<file path="src/rtl/modulator_regs_pkg.sv">
// Shared definitions for the modulator PS register bank: register offsets,
// word-index decode, CTRL bit positions, default ID value and a byte-lane
// merge helper used by every RW register.
package modulator_regs_pkg;

    // Byte offsets of the registers as seen by the PS
    localparam logic [15:0] OFS_CTRL    = 16'h0000;
    localparam logic [15:0] OFS_DUTY    = 16'h0004;
    localparam logic [15:0] OFS_IRQ_THR = 16'h0008;
    localparam logic [15:0] OFS_STATUS  = 16'h000C;
    localparam logic [15:0] OFS_IRQ_CLR = 16'h0010;
    localparam logic [15:0] OFS_PER_CNT = 16'h0014;
    localparam logic [15:0] OFS_ID      = 16'h0018;
    localparam logic [15:0] OFS_RSVD    = 16'h001C;

    // Word index decoded from address bits [4:2]
    typedef enum logic [2:0] {
        REG_CTRL    = OFS_CTRL[4:2],
        REG_DUTY    = OFS_DUTY[4:2],
        REG_IRQ_THR = OFS_IRQ_THR[4:2],
        REG_STATUS  = OFS_STATUS[4:2],
        REG_IRQ_CLR = OFS_IRQ_CLR[4:2],
        REG_PER_CNT = OFS_PER_CNT[4:2],
        REG_ID      = OFS_ID[4:2],
        REG_RSVD    = OFS_RSVD[4:2]
    } reg_idx_e;

    // CTRL register bit positions
    localparam int CTRL_MOD_EN_BIT = 0;
    localparam int CTRL_SEL_BIT    = 1;
    localparam int CTRL_IRQ_EN_BIT = 2;

    // STATUS register bit positions
    localparam int STAT_IRQ_PEND_BIT = 0;
    localparam int STAT_PWM_BIT      = 1;

    localparam logic [31:0] ID_VALUE_DEFAULT = 32'h4D4F_4401;

    // Only address bits [4:2] select a register; the rest are don't-care
    function automatic reg_idx_e addr_to_idx(input logic [2:0] word_addr);
        return reg_idx_e'(word_addr);
    endfunction

    // Replace each byte lane of old_val whose enable is set with new_val
    function automatic logic [31:0] merge_bytes(input logic [31:0] old_val,
                                                input logic [31:0] new_val,
                                                input logic [3:0]  be);
        logic [31:0] res;
        res = old_val;
        for (int b = 0; b < 4; b++) begin
            if (be[b]) begin
                res[8*b +: 8] = new_val[8*b +: 8];
            end else begin
                res[8*b +: 8] = old_val[8*b +: 8];
            end
        end
        return res;
    endfunction

endpackage

</file>
<file path="src/rtl/modulator_bram_regs_if.sv">
// BRAM-style PS access port (pl_bram_soc_*) bundled as an interface.
// The PS side drives address/data/strobes; the register bank returns dout.
interface modulator_bram_regs_if;
    logic [15:0] addr;
    logic [31:0] din;
    logic [31:0] dout;
    logic        en;
    logic [3:0]  we;
    logic        rst;

    modport master (
        output addr,
        output din,
        output en,
        output we,
        output rst,
        input  dout
    );

    modport slave (
        input  addr,
        input  din,
        input  en,
        input  we,
        input  rst,
        output dout
    );
endinterface

</file>
<file path="src/rtl/modulator_period_irq.sv">
// Period event logic for the modulator register bank: detects rising edges
// of the PWM output while the modulator is enabled, counts them against the
// programmable threshold, and owns the pending-interrupt flag.
// Optional feature: define MODULATOR_REGS_PER_CNT_EN to build the free-running
// 32-bit period counter; otherwise per_cnt_o is tied to zero.
module modulator_period_irq
    import modulator_regs_pkg::*;
#(
    parameter int THR_W = 16
) (
    input  logic             clk_i,
    input  logic             rst_ni,
    input  logic             pwm_i,
    input  logic             mod_en_i,
    input  logic [THR_W-1:0] thr_i,
    input  logic             thr_clr_i,
    input  logic             irq_clr_i,
    output logic             irq_pend_o,
    output logic             irq_pend_d_o,
    output logic [31:0]      per_cnt_o
);

    logic             pwm_d_q;
    logic             pwm_d_d;
    logic [THR_W-1:0] thr_cnt_q;
    logic [THR_W-1:0] thr_cnt_d;
    logic             irq_pend_q;
    logic             irq_pend_d;
    logic [THR_W-1:0] thr_inc_s;
    logic             evt_s;
    logic             irq_set_s;

    // Edge detect, threshold counting and pending-flag next state
    always_comb begin
        pwm_d_d   = pwm_i;
        evt_s     = pwm_i & ~pwm_d_q & mod_en_i;
        thr_inc_s = thr_cnt_q + THR_W'(1);
        thr_cnt_d = thr_cnt_q;
        irq_set_s = 1'b0;
        // A threshold rewrite or modulator disable restarts the count and
        // swallows an edge landing in the same cycle.
        if (thr_clr_i) begin
            thr_cnt_d = {THR_W{1'b0}};
        end else if (evt_s) begin
            if ((thr_i != {THR_W{1'b0}}) && (thr_inc_s == thr_i)) begin
                irq_set_s = 1'b1;
                thr_cnt_d = {THR_W{1'b0}};
            end else begin
                thr_cnt_d = thr_inc_s;
            end
        end else begin
            thr_cnt_d = thr_cnt_q;
        end
        // A new event beats a software clear in the same cycle so it is never lost
        if (irq_set_s) begin
            irq_pend_d = 1'b1;
        end else if (irq_clr_i) begin
            irq_pend_d = 1'b0;
        end else begin
            irq_pend_d = irq_pend_q;
        end
    end

    // Edge-detect, threshold counter and pending flag registers
    always_ff @(posedge clk_i or negedge rst_ni) begin
        if (!rst_ni) begin
            pwm_d_q    <= 1'b0;
            thr_cnt_q  <= {THR_W{1'b0}};
            irq_pend_q <= 1'b0;
        end else begin
            pwm_d_q    <= pwm_d_d;
            thr_cnt_q  <= thr_cnt_d;
            irq_pend_q <= irq_pend_d;
        end
    end

`ifdef MODULATOR_REGS_PER_CNT_EN
    logic [31:0] per_cnt_q;
    logic [31:0] per_cnt_d;

    // Free-running period count, wraps naturally at 2^32
    always_comb begin
        if (evt_s) begin
            per_cnt_d = per_cnt_q + 32'd1;
        end else begin
            per_cnt_d = per_cnt_q;
        end
    end

    // Period counter register
    always_ff @(posedge clk_i or negedge rst_ni) begin
        if (!rst_ni) begin
            per_cnt_q <= 32'd0;
        end else begin
            per_cnt_q <= per_cnt_d;
        end
    end

    assign per_cnt_o = per_cnt_q;
`else
    assign per_cnt_o = 32'd0;
`endif

    assign irq_pend_o   = irq_pend_q;
    assign irq_pend_d_o = irq_pend_d;

endmodule

</file>
<file path="src/rtl/modulator_bram_regs.sv">
// PS-facing control/status register bank for the modulator on the soc BRAM
// port. Decodes word writes/reads into modulator enable, frequency select and
// duty, and raises a level interrupt after a programmable number of PWM periods.
// Optional feature: define MODULATOR_REGS_PER_CNT_EN to implement the PER_CNT
// register at 0x14; without it that offset reads 0.
module modulator_bram_regs
    import modulator_regs_pkg::*;
#(
    parameter int          DUTY_W   = 8,
    parameter int          THR_W    = 16,
    parameter logic [31:0] ID_VALUE = ID_VALUE_DEFAULT
) (
    input  logic                 pl_clk0_i,
    input  logic                 pl_reset_n_i,
    modulator_bram_regs_if.slave bram,
    input  logic                 pwm_i,
    output logic                 mod_en_o,
    output logic                 mod_sel_o,
    output logic [DUTY_W-1:0]    mod_duty_o,
    output logic                 irq_o
);

    logic              mod_en_q,  mod_en_d;
    logic              sel_q,     sel_d;
    logic              irq_en_q,  irq_en_d;
    logic [DUTY_W-1:0] duty_q,    duty_d;
    logic [THR_W-1:0]  thr_q,     thr_d;
    logic [31:0]       dout_q,    dout_d;
    logic              irq_q,     irq_d;

    logic              wr_s;
    logic              rd_s;
    reg_idx_e          idx_s;
    logic [31:0]       ctrl_img_s;
    logic [31:0]       ctrl_wr_s;
    logic [31:0]       duty_wr_s;
    logic [31:0]       thr_wr_s;
    logic              thr_wr_en_s;
    logic              thr_clr_s;
    logic              irq_clr_s;
    logic [31:0]       rdata_s;
    logic              irq_pend_s;
    logic              irq_pend_d_s;
    logic [31:0]       per_cnt_s;
    logic              unused_s;

    // Address bits outside [4:2] and bits above each field width are don't-care
    assign unused_s = ^{bram.addr[15:5], bram.addr[1:0], ctrl_wr_s[31:3],
                        duty_wr_s[31:DUTY_W], thr_wr_s[31:THR_W]};

    // Write decode and next state of the RW registers
    always_comb begin
        wr_s        = bram.en & (|bram.we);
        rd_s        = bram.en & ~(|bram.we);
        idx_s       = addr_to_idx(bram.addr[4:2]);

        ctrl_img_s                  = 32'd0;
        ctrl_img_s[CTRL_MOD_EN_BIT] = mod_en_q;
        ctrl_img_s[CTRL_SEL_BIT]    = sel_q;
        ctrl_img_s[CTRL_IRQ_EN_BIT] = irq_en_q;
        ctrl_wr_s   = merge_bytes(ctrl_img_s, bram.din, bram.we);
        duty_wr_s   = merge_bytes(32'(duty_q), bram.din, bram.we);
        thr_wr_s    = merge_bytes(32'(thr_q), bram.din, bram.we);

        mod_en_d    = mod_en_q;
        sel_d       = sel_q;
        irq_en_d    = irq_en_q;
        duty_d      = duty_q;
        thr_d       = thr_q;
        thr_wr_en_s = 1'b0;
        irq_clr_s   = 1'b0;

        if (wr_s) begin
            case (idx_s)
                REG_CTRL: begin
                    mod_en_d = ctrl_wr_s[CTRL_MOD_EN_BIT];
                    sel_d    = ctrl_wr_s[CTRL_SEL_BIT];
                    irq_en_d = ctrl_wr_s[CTRL_IRQ_EN_BIT];
                end
                REG_DUTY: begin
                    duty_d = duty_wr_s[DUTY_W-1:0];
                end
                REG_IRQ_THR: begin
                    thr_d       = thr_wr_s[THR_W-1:0];
                    thr_wr_en_s = 1'b1;
                end
                REG_IRQ_CLR: begin
                    irq_clr_s = bram.we[0] & bram.din[0];
                end
                default: begin
                    thr_wr_en_s = 1'b0;
                end
            endcase
        end else begin
            thr_wr_en_s = 1'b0;
        end

        // Any threshold write, or turning the modulator off, restarts the count
        thr_clr_s = thr_wr_en_s | (mod_en_q & ~mod_en_d);
        irq_d     = irq_pend_d_s & irq_en_d;
    end

    // Read data mux and read-port output register next state
    always_comb begin
        case (idx_s)
            REG_CTRL:    rdata_s = ctrl_img_s;
            REG_DUTY:    rdata_s = 32'(duty_q);
            REG_IRQ_THR: rdata_s = 32'(thr_q);
            REG_STATUS: begin
                rdata_s                    = 32'd0;
                rdata_s[STAT_IRQ_PEND_BIT] = irq_pend_s;
                rdata_s[STAT_PWM_BIT]      = pwm_i;
            end
            REG_IRQ_CLR: rdata_s = 32'd0;
            REG_PER_CNT: rdata_s = per_cnt_s;
            REG_ID:      rdata_s = ID_VALUE;
            default:     rdata_s = 32'd0;
        endcase

        // Port clear wins over a read; writes leave the last read data in place
        if (bram.rst) begin
            dout_d = 32'd0;
        end else if (rd_s) begin
            dout_d = rdata_s;
        end else begin
            dout_d = dout_q;
        end
    end

    // Register storage and registered outputs
    always_ff @(posedge pl_clk0_i or negedge pl_reset_n_i) begin
        if (!pl_reset_n_i) begin
            mod_en_q <= 1'b0;
            sel_q    <= 1'b0;
            irq_en_q <= 1'b0;
            duty_q   <= {DUTY_W{1'b0}};
            thr_q    <= {THR_W{1'b0}};
            dout_q   <= 32'd0;
            irq_q    <= 1'b0;
        end else begin
            mod_en_q <= mod_en_d;
            sel_q    <= sel_d;
            irq_en_q <= irq_en_d;
            duty_q   <= duty_d;
            thr_q    <= thr_d;
            dout_q   <= dout_d;
            irq_q    <= irq_d;
        end
    end

    modulator_period_irq #(
        .THR_W (THR_W)
    ) u_period_irq (
        .clk_i        (pl_clk0_i),
        .rst_ni       (pl_reset_n_i),
        .pwm_i        (pwm_i),
        .mod_en_i     (mod_en_q),
        .thr_i        (thr_q),
        .thr_clr_i    (thr_clr_s),
        .irq_clr_i    (irq_clr_s),
        .irq_pend_o   (irq_pend_s),
        .irq_pend_d_o (irq_pend_d_s),
        .per_cnt_o    (per_cnt_s)
    );

    assign bram.dout  = dout_q;
    assign mod_en_o   = mod_en_q;
    assign mod_sel_o  = sel_q;
    assign mod_duty_o = duty_q;
    assign irq_o      = irq_q;

endmodule

</file>
<file path="src/flat_wrapper.sv">
// flat-port wrapper written by rule: the top's interface ports become plain ports
module modulator_bram_regs_flat import modulator_regs_pkg::*;
#(
    parameter int          DUTY_W   = 8,
    parameter int          THR_W    = 16,
    parameter logic [31:0] ID_VALUE = ID_VALUE_DEFAULT
)
  (pl_clk0_i, pl_reset_n_i, pwm_i, mod_en_o, mod_sel_o, mod_duty_o, irq_o, bram_addr, bram_din, bram_en, bram_we, bram_rst, bram_dout);
  modulator_bram_regs_if bram_i ();
  input  logic pl_clk0_i;
  input  logic pl_reset_n_i;
  input  logic pwm_i;
  output logic mod_en_o;
  output logic mod_sel_o;
  output logic [DUTY_W-1:0] mod_duty_o;
  output logic irq_o;
  input wire logic [$bits(bram_i.addr)-1:0] bram_addr;
  input wire logic [$bits(bram_i.din)-1:0] bram_din;
  input wire logic [$bits(bram_i.en)-1:0] bram_en;
  input wire logic [$bits(bram_i.we)-1:0] bram_we;
  input wire logic [$bits(bram_i.rst)-1:0] bram_rst;
  output wire logic [$bits(bram_i.dout)-1:0] bram_dout;
  assign bram_i.addr = bram_addr;
  assign bram_i.din = bram_din;
  assign bram_i.en = bram_en;
  assign bram_i.we = bram_we;
  assign bram_i.rst = bram_rst;
  assign bram_dout = bram_i.dout;
  modulator_bram_regs #(.DUTY_W(DUTY_W), .THR_W(THR_W), .ID_VALUE(ID_VALUE)) u_core (.pl_clk0_i(pl_clk0_i), .pl_reset_n_i(pl_reset_n_i), .bram(bram_i), .pwm_i(pwm_i), .mod_en_o(mod_en_o), .mod_sel_o(mod_sel_o), .mod_duty_o(mod_duty_o), .irq_o(irq_o));
endmodule
</file>
<file path="config.mk">
export PLATFORM = sky130hd
export DESIGN_NAME = modulator_bram_regs_flat
export DESIGN_NICKNAME = d
export VERILOG_FILES = /design/src/rtl/modulator_regs_pkg.sv /design/src/rtl/modulator_bram_regs_if.sv /design/src/rtl/modulator_period_irq.sv /design/src/rtl/modulator_bram_regs.sv /design/src/flat_wrapper.sv
export SDC_FILE = /design/constraint.sdc
export NUM_CORES = 1
export LEC_CHECK = 0
export CAP_MARGIN = 20
export CELL_PAD_IN_SITES_DETAIL_PLACEMENT = 1
export CELL_PAD_IN_SITES_GLOBAL_PLACEMENT = 1
export CORE_UTILIZATION = 40
export DETAILED_ROUTE_END_ITERATION = 8
export PLACE_DENSITY = 0.89
export SLEW_MARGIN = 15
export SYNTH_ARGS = -nofsm -noshare
export SYNTH_HDL_FRONTEND = slang
export SYNTH_SLANG_ARGS = --single-unit
</file>
<file path="constraint.sdc">
create_clock -name pl_clk0_i -period 6.9 [get_ports pl_clk0_i]
set_clock_uncertainty 0.05 [all_clocks]
set_input_delay 1.38 -clock pl_clk0_i [delete_from_list [all_inputs] [get_ports pl_clk0_i]]
set_output_delay 1.38 -clock pl_clk0_i [all_outputs]
set_load 0.005 [all_outputs]
</file>
**Yosys cells after proc, flatten, opt, wreduce, memory -nomap -nowiden**

Index checks and enable logic that the tools add are counted.
W data, S select, Z words.

- Bits in registers: 78
- Input port bits: 57
- Output and inout bits: 43
- Word-level logic and storage cells: 59

- $add $sub $neg: 1
- Equal/unequal tests: 6
- Muxes and demuxes: 20
- Bitwise operators: 11
- Reductions and logical operators: 10

Operators by type and width:

| cell | number |
|---|---|
| $pmux W31 S5 | 1 |
| $mux W32 | 2 |
| $mux W16 | 3 |
| $add A16 B1 Y16 const B | 1 |
| $eq A16 B16 Y1 | 1 |
| $reduce_bool A16 Y1 | 1 |
| $mux W1 | 13 |
| $reduce_and A3 Y1 | 4 |
| $and A1 B1 Y1 | 7 |
| $eq A3 B2 Y1 const B | 2 |
| $eq A3 B3 Y1 const B | 2 |
| $reduce_bool A2 Y1 | 2 |
| $reduce_or A4 Y1 | 1 |
| $eq A3 B1 Y1 const B | 1 |
| $logic_not A3 Y1 | 1 |
| $mux W3 | 1 |
| $not A1 Y1 | 3 |
| $logic_and A1 B1 Y1 | 1 |
| $or A1 B1 Y1 | 1 |

**Longest topological paths before layout**

Gate-level depths: netlist of the first run.

- Depth in word-level cells: 9
- Depth in mapped cells: 10
- Mapped depth without buffers: 8

**By module**

From an unflattened synthesis of the first run, not the netlist that was laid out.

- Cell total of the unflattened synthesis: 457
- Area, all modules: 4606.9 µm²

Modules (own cells, without submodules):

| module | instances | cells an instance | area an instance (µm²) | sequential area each (µm²) |
|---|---|---|---|---|
| modulator_bram_regs | 1 | 234 | 2665.1 | 1501.4 |
| modulator_period_irq | 1 | 223 | 1941.9 | 450.4 |

**Worst setup path after synthesis of the first run**

OpenSTA, ideal clock, no wires.

- Path kind: input to register
- Start: input bram_addr[2]
- End: register u_core.u_period_irq.thr_cnt_q[1]
- Setup time: 0.122 ns
- Arrival time: 3.004 ns
- Required time: 6.728 ns
- Slack: 3.725 ns
- Stages on the path: 7
- Path buffers: 2
- Cell sequence: buf_2 -> nor4_1 -> nor2b_1 -> a21o_1 -> a21oi_1 -> clkbuf_1 -> a32o_1

- Longest elaborated chain between the ends: 7
- Elaborated cells on any way between the ends: 11
- Classes of those cells: eq/ne: 1; mux: 5; bitwise: 3; reduce/logical: 2

RTL lines:

| element | RTL line | text |
|---|---|---|
| start: declaration | flat_wrapper.sv:17 | `input wire logic [$bits(bram_i.addr)-1:0] bram_addr;` |
| $logic_not A3 Y1 | modulator_bram_regs.sv:74 | `case (idx_s)` |
| $mux W1 | modulator_bram_regs.sv:74 |  |
| $mux W1 | modulator_bram_regs.sv:73 | `if (wr_s) begin` |
| $not A1 Y1 | modulator_bram_regs.sv:99 | `thr_clr_s = thr_wr_en_s \| (mod_en_q & ~mod_en_d);` |
| $and A1 B1 Y1 | modulator_bram_regs.sv:99 |  |
| $or A1 B1 Y1 (*) | modulator_bram_regs.sv:99 |  |
| $mux W16 or $reduce_bool A2 Y1 (tied branches) | - |  |
| end signal: assignment | modulator_period_irq.sv:68 | `thr_cnt_q <= {THR_W{1'b0}};` |
| end signal: assignment | modulator_period_irq.sv:72 | `thr_cnt_q <= thr_cnt_d;` |
| end: declaration | modulator_period_irq.sv:25 | `logic [THR_W-1:0] thr_cnt_q;` |

Every way passes the cells marked *; elsewhere a longest branch is shown, timed or not.
A chain may end at the register's enable or synchronous reset.

**Final worst setup path of the first run**

- Start: input bram_addr[4]
- End: register u_core.u_period_irq.thr_cnt_q[2]

Same word-level chain as after synthesis.

==> flow_summary.ini, run 1 <==
[clocking]
root_buffer = clkbuf_8
cts_resized = 0
path_clk_slew_ps = 80
clockBufferDepth = 2
cts_made_buffers = 9
cts_hold_buf = 0
insertion_delay_ps = 350
cts_tree = done
h-tree-depth = 3
cts_setup_buffers = 0
clock_sinks = 63

[finish]
fin_util_pct = 50.87
area_delta_synth_final_pct = 22.40
drive_gt1_share_pct = 15.14
antenna_cells = 0
final_net_count = 469

[timing]
finalSetupViolations = 0
max_freq_ghz = 0.2519
period_share_pct = 57.54
slew-limit-headroom_pct = 43.65
tns_ps = 0
rsz0062_at_grt = false
slew_violations = 0
hold-worst-slack_ps = 470.3
finalCriticalPeriod_ps = 3970
worst_slew_pin_slew_ps = 843.2
hold_violations = 0

[route]
drc = 0
ant_nets = 0
firstDrtPassIters = 4
initialDrtViolationCount = 163
wire_per_inst_um = 20.68
vias = 3094
vias_per_cell = 5.905
routed_wirelength_mm = 10.83

[synthesis]
avgSynthCellArea_sq_um = 9.951
synth-seq-cells = 63
yosysWarnings = 0
ys_top_cells_by_area = dfrtp_1, mux2_2, nand2_1
synth_top_family_by_area = simple AND/OR/NAND/NOR gates
synth_xor_area_share_pct = 5.187
syn-cell-area_sq_um = 3642
seq_area_frac_synth_pct = 43.28
synth-simple-area-share_pct = 19.48
muxShareOfSynthArea_pct = 10.92
synth_edf_count = 0
synth_cell_types = 60
async_flop_share_pct = 100.0
synth_fa_ha_area_share_pct = 0.3435
synth_compound_area_share_pct = 13.88
yosysMostFrequentCell = dfrtp_1
synth_common_cells = dfrtp_1, nand2_1, mux2_2
netlist_instances = 366
synthFlopType = dfrtp_1
synth_top_cell_by_area = dfrtp_1
synth_top_cell_area_share_pct = 43.28

[worst_setup_path]
crit_arrival_ps = 4140
required_ps = 7070
path_class = in2reg
startpoint = bram_addr[4]
critPathLaunchType = input port
cp_slowest_cell = nor4_1
critPathMaxStageDelay_ps = 870
path_max_fanout = 16
worst_setup_path_end_kind = flop
rr_startpoint = u_core.u_period_irq.thr_cnt_q[2]
crit_chain = clkdlybuf4s50_1 -> nor4_1 -> nor2b_1 -> a21o_1 -> a21oi_1 -> buf_4 -> a31oi_1 -> mux2i_1

[power]
p_leak_nw = 1.771
max-vdd-ir-drop_mv = 0.1596
powerDensity_nw_per_um2 = 245.0

[worst_hold_path]
hold_start = u_core.bram.dout[6]
hold_path.class = reg2reg

[placed_design]
gp_congestion = 0.8385
port_buffers = 63
dpl.hpwl_mm = 7.393

[run_status]
outcome = finished, final reports clean

[global_routing]
grt_overflow_total = 0
grt_usage_pct = 24.30
grt_max_degree = 64
grt_first_pass_wirelength_mm = 18.11
first_global_vias = 3429
antenna_found_initial = 0

[floorplan]
chipHeight_um = 97.43
rows = 34
ioPinCount = 100
fp.dieArea_sq_um = 9492
dieWidth_um = 97.43
start_util_pct = 41.56
core_sq_um = 8763

[job]
max_cap_viol_count = 0
-- registers in the layout, summed over array words and instances (netlist names) --
| name | cells |
|---|---|
| u_core.bram.dout | 17 |
| u_core.irq_o | 1 |
| u_core.u_period_irq.thr_cnt_q | 16 |
| u_core.mod_en_o | 1 |
| u_core.thr_q | 16 |
| u_core.u_period_irq.irq_pend_o | 1 |
| u_core.mod_duty_o | 8 |
| u_core.mod_sel_o | 1 |
| u_core.u_period_irq.pwm_d_q | 1 |
| u_core.irq_en_q | 1 |
-- cell usage in the layout, fill, tap and decap left out, drive strengths merged, types with 7 or more instances in the layout --
cell           netlist  layout
a21oi               19      19
a22oi                8       8
a31oi               10      10
clkbuf              11      10
clkdlybuf4s50        0      62
conb                 1       7
dfrtp               63      63
mux2                28      28
nand2               35      35
nand3               24      24
nand4                8       8
nor2                18      18
nor3                11      11
nor4                 9       9
o211ai               8       8
o21ai               14      14
xnor2               12      12
-- critical path: cells and delay by family --
family | cells | cell delay (ps)
buf+inv | 2 | 990
mux | 1 | 100
compound gates | 3 | 390
simple gates | 2 | 1290
-- path summary, 6_finish.rpt --
| kind | end | slack (ps) | depth (start not counted) |
|---|---|---|---|
| max in group asynchronous | u_core.u_period_irq.thr_cnt_q[3] | 5070 | 2 |
| hold reg to reg | u_core.bram.dout[6] | 470 | 2 |
| min in group asynchronous | u_core.u_period_irq.thr_cnt_q[12] | 1150 | 2 |
| setup reg to reg | u_core.irq_o | 3350 | 7 |
| setup / recovery | u_core.u_period_irq.thr_cnt_q[2] | 2930 | 8 |
| hold / removal | u_core.bram.dout[6] | 470 | 2 |
-- logic make-up (layout without fill, tap and decap cells) --
family,Yosys count,after routing
XOR/XNOR,19,19
AO/OA/AOI/OAI,75,75
buffers and inverters,43,87
AND/OR/NAND/NOR,129,129
other,1,7
multiplexers,35,35
adder cells (fa/ha/maj),1,1
flip-flops,63,63
-- layout make-up --
| class | instances | area (sq um) |
|---|---|---|
| Fill cell | 979 | 4305 |
| Multi-Input combinational cell | 266 | 1846 |
| Timing Repair Buffer | 67 | 655.6 |
| Inverter | 4 | 15.01 |
| Tap cell | 108 | 135.1 |
| Clock inverter | 6 | 92.59 |
| Sequential cell | 63 | 1577 |
| Clock buffer | 10 | 137.6 |
-- through the flow --
stage          instances  area (sq um)  total power [mW]  worst slack (ps)
3_5_place_dp         508          4228            0.7177              2639
4_1_cts              524          4458             1.100              2940
6_report             524          4458             1.092              2930
3_3_place_gp         508          4228            0.7017              2779
2_1_floorplan        372          3665            0.6145              3725
5_1_grt              524          4458             1.141              2710
-- power breakdown --
group,leakage (nW),switching [mW],total [mW],internal (mW)
sequential,0.830,0.0663,0.480,0.414
clock,0.109,0.160,0.374,0.215
combinational,0.832,0.107,0.238,0.131
total,1.77,0.333,1.09,0.759
-- per-layer routing --
layer | wire (um) | GRT usage (%)
met5 | 0 | 0
met3 | 527 | 6.115
met1 | 4466 | 29.43
met4 | 259 | 8.484
met2 | 5580 | 41.85
(Power assumes the default switching activity.)
==> run 2, diff against run 1 <==
--- a/config.mk
+++ b/config.mk
@@ -8,9 +8,9 @@
 export CAP_MARGIN = 20
 export CELL_PAD_IN_SITES_DETAIL_PLACEMENT = 1
 export CELL_PAD_IN_SITES_GLOBAL_PLACEMENT = 1
-export CORE_UTILIZATION = 40
+export CORE_UTILIZATION = 37
 export DETAILED_ROUTE_END_ITERATION = 8
-export PLACE_DENSITY = 0.89
+export PLACE_DENSITY = 0.83
 export SLEW_MARGIN = 15
 export SYNTH_ARGS = -nofsm -noshare
 export SYNTH_HDL_FRONTEND = slang
==> constraint.sdc (replaced) <==
create_clock -name pl_clk0_i -period 4.1 [get_ports pl_clk0_i]
set_clock_uncertainty 0.05 [all_clocks]
set_input_delay 0.82 -clock pl_clk0_i [delete_from_list [all_inputs] [get_ports pl_clk0_i]]
set_output_delay 0.82 -clock pl_clk0_i [all_outputs]
set_load 0.005 [all_outputs]
==> run 2 against run 1 <==
Effect of this change: via count down 0.36%; sequential cell count unchanged; combinational power up 68%; wire length down 3.2%; register-to-register slack worse by 2400 ps; count of clock-buffer cells in the layout unchanged; die area up 7.9%; sequential share of layout area down 0.26 points; largest cell class unchanged; largest power group unchanged; highest routed layer unchanged.
==> flow_summary.ini, run 2 (synthesized netlist as in run 1, its figures left out) <==
[run_status]
outcome = finished, final reports clean

[finish]
final_common_cell = dfrtp_1
final_net_count = 473
largest_reg_flops = 17
most-common-layout-cells = dfrtp_1, clkdlybuf4s50_1, nand2_1
fill_cells = 1090
multi_input_area_sq_um = 1846
area_delta_synth_final_pct = 23.29
drive_gt1_share_pct = 15.95
fin_cells = 549
antenna_cells = 0
seq_area_sq_um = 1577

[power]
powerDensity_nw_per_um2 = 393.2
p_leak_nw = 1.772
max-vdd-ir-drop_mv = 0.2245
finalPower_mw = 1.766

[route]
routed_wirelength_mm = 10.49
drc = 0
ant_nets = 0
vias_per_cell = 5.616
vias = 3083
initialDrtViolationCount = 169
firstDrtPassIters = 4
wire_per_inst_um = 19.11

[global_routing]
grt_max_degree = 43
antenna_found_initial = 0
grt_first_pass_wirelength_mm = 17.30
grt_usage_pct = 22.20
grt_overflow_total = 0
first_global_vias = 3331

[placed_design]
post-place-ws_ps = 695.8
post-place-cells = 533
port_buffers = 63
dpl.hpwl_mm = 7.388
gp_congestion = 0.8438

[clocking]
h-tree-depth = 3
root_buffer = clkbuf_8
cts_made_buffers = 9
cts_resized = 0
cts_hold_buf = 0
clock_sinks = 63
insertion_delay_ps = 350
path_clk_slew_ps = 80
clockBufferDepth = 2
cts_tree = done
cts_setup_buffers = 0

[floorplan]
chipHeight_um = 101.2
fp.dieArea_sq_um = 10240
ioPinCount = 100
dieWidth_um = 101.2
rows = 35
start_util_pct = 38.87
core_sq_um = 9371

[worst_hold_path]
hold_path.class = reg2reg
min_path_cells = 2
hold_start = u_core.bram.dout[11]
hold_end = u_core.bram.dout[11]

[timing]
worst_slew_pin_slew_ps = 977.3
finalCriticalPeriod_ps = 3169
tns_ps = 0
period_share_pct = 77.30
rsz0062_at_grt = false
finalSetupViolations = 0
slew_violations = 0
hold_violations = 0
slew-limit-headroom_pct = 34.85
setup_slack_ps = 930.6
max_freq_ghz = 0.3155

[worst_setup_path]
crit_arrival_ps = 3410
r2r_slack_ps = 930
rr_startpoint = u_core.u_period_irq.thr_cnt_q[0]
path_class = reg2reg
path_max_fanout = 25
worst_setup_path_end_kind = flop
r2r_cells = 8
rr_endpoint = u_core.irq_o
critPathLaunchType = flop
required_ps = 4340

[job]
max_cap_viol_count = 0
[run 2: cell count changes in the layout (fill, tap and decap cells not counted), sizes merged]
cell	delta
buf	+4
bufinv	-1
clkinv	-1
clkinvlp	+2
[run 2: how the worst max path moves through the flow]
stage                                         to                             start  depth (start not counted)  slack [ps]
2_1_floorplan   u_core.u_period_irq.thr_cnt_q[1]                      bram_addr[2]                          7        1480
3_3_place_gp                     u_core.thr_q[9]                      bram_addr[3]                          8         810
3_5_place_dp   u_core.u_period_irq.thr_cnt_q[11]                      bram_addr[2]                         10         700
4_1_cts                             u_core.irq_o  u_core.u_period_irq.thr_cnt_q[0]                          8         910
5_1_grt                             u_core.irq_o  u_core.u_period_irq.thr_cnt_q[0]                          8         730
6_report                            u_core.irq_o  u_core.u_period_irq.thr_cnt_q[0]                          8         930
[run 2: worst max-delay path: stages (launching register included)]
cell       delay [ps]
dfrtp_1           460
ha_1              480
xor3_1            300
a41oi_1           250
o2111ai_1         230
nor4_4            360
nand4b_4          410
o41ai_4           370
and2_1            180
[run 2: through the flow]
| stage | util, % | hold slack (ps) | area, sq um |
|---|---|---|---|
| after floorplan | - | 440.9 | 3665 |
| after global placement | 45.71 | 451.2 | 4284 |
| after detailed placement | 45.71 | 459.7 | 4284 |
| after CTS | 47.92 | 474.3 | 4491 |
| after global routing | 47.92 | 489.0 | 4491 |
| final | 47.92 | 468.9 | 4491 |
[run 2: per-layer routing]
layer,part of all wire [%],GRT usage (%),vias to the layer above
li1,-,-,1411
met5,0,0,-
met4,1.4,6.020,0
met3,4.0,5.107,15
met1,43,27.22,1579
met2,52,39.19,78
[run 2: final cells by class]
type                       instances  area share, %
timing repair buffer              71          15.27
inverter                           4         0.3344
sequential                        63          35.11
clock inverter                     6          1.532
multi-input combinational        266          41.10
clock buffer                      10          3.065
tap                              129          3.594
[run 2: power breakdown]
part           internal [mW]  total [mW]  switching, mW  leakage (nW)
Combinational          0.221       0.400          0.179         0.852
Clock                  0.299       0.565          0.266        0.0912
Sequential             0.696       0.801          0.104         0.830
